## config.mk

```make
export PLATFORM = sky130hd
export DESIGN_NAME = memory_handler
export DESIGN_NICKNAME = d
export VERILOG_FILES = /design/src/rtl/memory_pkg.sv /design/src/rtl/byte_lane.sv /design/src/rtl/memory_handler.sv
export SDC_FILE = /design/constraint.sdc
export NUM_CORES = 1
export LEC_CHECK = 0
export CORE_ASPECT_RATIO = 1.75
export CORE_MARGIN = 1.5
export CORE_UTILIZATION = 40
export DETAILED_ROUTE_END_ITERATION = 10
export PLACE_DENSITY_LB_ADDON = 0.05
export SLEW_MARGIN = 5
export SYNTH_ARGS = -nofsm -noshare
export SYNTH_HDL_FRONTEND = slang
export SYNTH_HIERARCHICAL = 1
export SYNTH_SLANG_ARGS = --single-unit
```

## constraint.sdc

```tcl
create_clock -name clk -period 8.1 [get_ports clk]
set_clock_uncertainty 0.1 [all_clocks]
set_input_delay 2.43 -clock clk [delete_from_list [all_inputs] [get_ports clk]]
set_output_delay 2.43 -clock clk [all_outputs]
set_load 0.03 [all_outputs]
```

## src/rtl/memory_pkg.sv

```systemverilog
// Shared types and constants for the data-memory port.
package memory_pkg;

    typedef enum logic [1:0] {
        IDLE = 2'd0,
        WAIT = 2'd1,
        DONE = 2'd2
    } mem_state_t;

    localparam logic [3:0] BYTE_SEL_BASE          = 4'b0001;
    localparam int         TIMEOUT_CYCLES_DEFAULT = 255;

endpackage

```

## src/rtl/byte_lane.sv

```systemverilog
// Byte-lane steering: bus byte enables, replicated store data and load-byte extraction.
module byte_lane
    import memory_pkg::*;
(
    input  logic        byte_access_i,
    input  logic [1:0]  lane_i,
    input  logic [31:0] store_data_i,
    input  logic [31:0] rdata_i,
    output logic [3:0]  sel_o,
    output logic [31:0] wdata_o,
    output logic [31:0] load_value_o
);

    logic [7:0] load_byte;

    always_comb begin
        load_byte = rdata_i[7:0];
        case (lane_i)
            2'd0: load_byte = rdata_i[7:0];
            2'd1: load_byte = rdata_i[15:8];
            2'd2: load_byte = rdata_i[23:16];
            2'd3: load_byte = rdata_i[31:24];
            default: load_byte = rdata_i[7:0];
        endcase
    end

    assign sel_o        = byte_access_i ? (BYTE_SEL_BASE << lane_i) : 4'hF;
    assign wdata_o      = byte_access_i ? {4{store_data_i[7:0]}} : store_data_i;
    assign load_value_o = byte_access_i ? {24'b0, load_byte} : rdata_i;

endmodule

```

## src/rtl/memory_handler.sv

```systemverilog
// Single-outstanding load/store port with req/ack bus handshake and core stall.
// Optional wait-state timeout with sticky bus_error: define MEMORY_HANDLER_TIMEOUT_EN.
module memory_handler
    import memory_pkg::*;
#(
    parameter int TIMEOUT_CYCLES = TIMEOUT_CYCLES_DEFAULT
) (
    input  logic        clk,
    input  logic        rst,
    input  logic        mem_read,
    input  logic        mem_write,
    input  logic        byte_access,
    input  logic [31:0] address,
    input  logic [31:0] store_data,
    output logic [31:0] memory_value,
    output logic        stall,
    output logic        bus_req,
    output logic        bus_we,
    output logic [31:0] bus_addr,
    output logic [31:0] bus_wdata,
    output logic [3:0]  bus_sel,
    input  logic        bus_ack,
    input  logic [31:0] bus_rdata
`ifdef MEMORY_HANDLER_TIMEOUT_EN
    ,
    output logic        bus_error
`endif
);

    // state | meaning
    // IDLE  | no access in flight; a request is latched and stalls the core
    // WAIT  | bus_req held with stable bus fields until bus_ack (or timeout)
    // DONE  | one-cycle completion; stall drops so the core advances once

    if (TIMEOUT_CYCLES < 1 || TIMEOUT_CYCLES > 256) begin : g_bad_timeout
        $error("memory_handler: TIMEOUT_CYCLES must be in 1..256");
    end

    mem_state_t  state_q, state_d;
    logic        we_q;
    logic        byte_q;
    logic [1:0]  lane_q;
    logic [29:0] addr_q;
    logic [31:0] sdata_q;
    logic [31:0] mem_value_q;

    logic        req;
    logic        start;
    logic        in_wait;
    logic        ack_take;
    logic [3:0]  lane_sel;
    logic [31:0] lane_wdata;
    logic [31:0] load_value;

    assign req      = mem_read | mem_write;
    assign start    = (state_q == IDLE) & req;
    assign in_wait  = (state_q == WAIT);
    assign ack_take = in_wait & bus_ack;

`ifdef MEMORY_HANDLER_TIMEOUT_EN
    localparam logic [7:0] TIMEOUT_LAST = 8'(TIMEOUT_CYCLES - 1);

    logic [7:0] wait_cnt_q;
    logic       error_q;
    logic       timeout_hit;

    // ack in the same cycle as the limit takes priority over the abort
    assign timeout_hit = in_wait & ~bus_ack & (wait_cnt_q == TIMEOUT_LAST);

    always_ff @(posedge clk or posedge rst) begin
        if (rst) begin
            wait_cnt_q <= 8'd0;
            error_q    <= 1'b0;
        end else begin
            if (start) begin
                wait_cnt_q <= 8'd0;
            end else if (in_wait) begin
                wait_cnt_q <= wait_cnt_q + 8'd1;
            end
            if (timeout_hit) begin
                error_q <= 1'b1;
            end
        end
    end

    assign bus_error = error_q;
`else
    logic timeout_hit;
    assign timeout_hit = 1'b0;
`endif

    always_comb begin
        state_d = state_q;
        case (state_q)
            IDLE:    if (req) state_d = WAIT;
            WAIT:    if (bus_ack || timeout_hit) state_d = DONE;
            DONE:    state_d = IDLE;
            default: state_d = IDLE;
        endcase
    end

    always_ff @(posedge clk or posedge rst) begin
        if (rst) begin
            state_q     <= IDLE;
            we_q        <= 1'b0;
            byte_q      <= 1'b0;
            lane_q      <= 2'd0;
            addr_q      <= 30'd0;
            sdata_q     <= 32'd0;
            mem_value_q <= 32'd0;
        end else begin
            state_q <= state_d;
            if (start) begin
                we_q    <= mem_write;
                byte_q  <= byte_access;
                lane_q  <= address[1:0];
                addr_q  <= address[31:2];
                sdata_q <= store_data;
            end
            if (ack_take && !we_q) begin
                mem_value_q <= load_value;
            end
        end
    end

    byte_lane u_byte_lane (
        .byte_access_i (byte_q),
        .lane_i        (lane_q),
        .store_data_i  (sdata_q),
        .rdata_i       (bus_rdata),
        .sel_o         (lane_sel),
        .wdata_o       (lane_wdata),
        .load_value_o  (load_value)
    );

    // bus fields come only from latched state, so they cannot move during WAIT
    assign bus_req      = in_wait;
    assign bus_we       = in_wait & we_q;
    assign bus_addr     = in_wait ? {addr_q, 2'b00} : 32'd0;
    assign bus_wdata    = in_wait ? lane_wdata : 32'd0;
    assign bus_sel      = in_wait ? lane_sel : 4'd0;
    assign stall        = start | in_wait;
    assign memory_value = mem_value_q;

endmodule

```

==> reports/summary.txt <==
Clk pin slew, worst setup/hold paths = 60 ps
crit end category = output port
row count = 56
fin crit share = 0.796
CTS Buf Count = 9
Yosys Warn Count = 6
Starting DRT DRC Count = 124
I/O Buffers = 202
residual DRC count = 0
initial antenna violation count = 0
H-tree Lvls = 3
multi-input logic area = 2520 um^2
synthesized instance count = 434
Worst Hold Slack = 399 ps
CP required = 5570 ps
Worst VDD drop = 0.181 mV
fin worst setup slack = 1650 ps
fin crit period = 6450 ps
power density relative to cell area = 409 nW/um^2
via/cell ratio = 4.74
fmax = 155 MHz
CTS resizes = 0
Vias = 3,762
Leakage = 0.00338 uW
outcome = complete, no violations
endpoints failing setup = 0
post-route ant nets = 0
vias in the first global route = 4,118
HP Start = addr_q[24]
Layout area overhead = 41.4%
Net Switching = 1270 uW
Starting Density = 0.408
layout cells sized above 1 = 0.212
Critical Path AT = 3920 ps
Hold Vio Cnt, Final = 0
Post-Syn Area = 5450 um^2
Antenna diodes = 0
placed cell area = 7430 um^2
average wire per standard cell = 17.0 um
count of hold buffers inserted by post-cts repair = 0
FF-to-FF Start = state_q[0]
gr ovfl total = 0
clk_lat worst skew = 340 ps
worst hold path class = flop to flop
first-pass GRT wire length = 21,300 um
Logic pwr share = 0.571
Post-CTS Setup Inserts = 0
pre-CTS setup slack = 1630 ps
post-DP HPWL = 9530 um
Distinct cells, synth = 26
Die Y = 157 um
Clk pwr share = 0.130
FILL cells = 1,146
Critical Path Start = mem_write
largest net degree at the start of global routing = 66
total power = 3150 uW
max cap viols = 0
Root Buffer = clkbuf_16
Worst slew margin = 0.241
FF+latch area = 2500 um^2
first-pass detailed-route iteration total = 4
Worst Setup Path Type = input port to output port
Max Slew Vio Count = 0
Int Power = 1890 uW
Slew @ Worst Pin = 1140 ps
clk sinks = 100
CTS Buffer Depth = 2
sequential share of the synthesized area = 0.459
Total Nets Final = 716
CTS tree = yes
gpl congestion = 0.761
GRT Overall Usage = 0.192
Sequential Power Share = 0.299
startpoint types = input port
critical path fanouts, max = 3
Ports = 205
Sw Share = 0.402
Finished Cell Area = 7710 um^2
Mean Syn Cell Area = 12.6 um^2
total wire length after detailed routing = 13,500 um
Core ar. = 13,400 um^2
die area = 14,400 um^2
RSZ-0062 raised after global routing = false
TNS Setup = 0 ps
#FFs+latches synth = 100
chip width = 91.3 um
-- cells in the final DEF (no fill, tap or decap) --
cell type / n
nor2_1: 1
nor2_2: 1
clkinv_4: 2
clkinvlp_4: 2
a211oi_1: 1
mux2i_1: 8
dfrtp_2: 1
clkbuf_8: 1
o21ai_0: 27
and2_1: 70
and3b_2: 1
clkdlybuf4s50_1: 202
nand2_1: 9
nor3_1: 1
nor2b_1: 24
mux2_4: 80
clkbuf_16: 9
inv_4: 1
o21a_4: 1
nor2b_4: 1
buf_4: 4
o21ai_4: 1
dfrtp_1: 99
clkinv_2: 1
a221oi_2: 8
a22o_1: 1
nor4bb_1: 8
clkbuf_1: 1
inv_1: 34
conb_1: 2
mux2_2: 17
-- power groups by stage --
stage	Combinational, uW	Sequential [uW]	Clock [uW]
after detailed placement	1810	952	0
after floorplan	1140	1030	0
after global routing	1920	985	440
final	1800	944	409
after global placement	1800	945	0
after CTS	1820	949	422
-- layer usage --
layer	vias to the layer above	share of wire	wire length (um)	track usage
li1	1787	-	-	-
met1	1831	0.40	5430	0.221
met2	129	0.52	6980	0.340
met3	15	0.057	763	0.0459
met4	0	0.023	317	0.0751
met5	-	0	0	0
-- registers in the layout, indices dropped and copies added, names as in the netlist --
register	flops
memory_value	32
sdata_q	32
addr_q	30
lane_q	2
state_q	2
byte_q	1
we_q	1
-- logic make-up after synthesis --
kind of cell | after synthesis | share of synthesized area
simple gates | 116 | 0.136
other cells | 1 | 0.000688
flops | 100 | 0.459
compound gates | 39 | 0.0541
mux | 105 | 0.270
buf+inv | 73 | 0.0808
-- metrics by stage --
| step | util | instances |
|---|---|---|
| floorplan | - | 435 |
| global placement | 0.555 | 777 |
| detailed placement | 0.555 | 777 |
| CTS | 0.576 | 793 |
| global route | 0.576 | 793 |
| finish | 0.576 | 793 |
-- Yosys cell counts --
master / instances / area, um^2
dfrtp_1: 100 / 2500
mux2_4: 80 / 1200
and2_1: 70 / 438
inv_1: 35 / 131
o21ai_0: 27 / 135
nor2b_1: 24 / 150
mux2_2: 17 / 191
buf_4: 12 / 90.1
clkbuf_1: 10 / 37.5
buf_6: 9 / 101
nand2_1: 9 / 33.8
a221oi_2: 8 / 120
mux2i_1: 8 / 80.1
nor4bb_1: 8 / 80.1
buf_2: 4 / 20.0
buf_12: 3 / 60.1
a211oi_1: 1 / 7.51
a22o_1: 1 / 8.76
and3b_1: 1 / 8.76
conb_1: 1 / 3.75
nor2_1: 1 / 3.75
nor2_2: 1 / 6.26
nor2b_4: 1 / 13.8
nor3_1: 1 / 5.00
o21a_1: 1 / 7.51
o21ai_4: 1 / 16.3
-- area by class of cell --
type / count / share of cell area
Inverter: 35 / 0.0174
Clock buffer: 11 / 0.0315
Timing Repair Buffer: 206 / 0.266
Clock inverter: 5 / 0.00487
Multi-Input combinational cell: 262 / 0.327
Sequential cell: 100 / 0.325
Tap cell: 174 / 0.0282
-- worst paths after layout --
path | endpoint | slack, ps | cells after the start
worst max-delay path | stall | 1650 | 4
worst min-delay path | addr_q[24] | 400 | 1
worst max register to register | memory_value[24] | 5540 | 3
worst min register to register | addr_q[24] | 400 | 1
max in group asynchronous | byte_q | 4300 | 3
min in group asynchronous | memory_value[6] | 2430 | 2
-- critical path, cell delays in order --
cell	delay (ps)
clkdlybuf4s50_1	460
nor3_1	340
nor2_1	70
clkdlybuf4s50_1	610
Power figures use the tool's default switching activity.
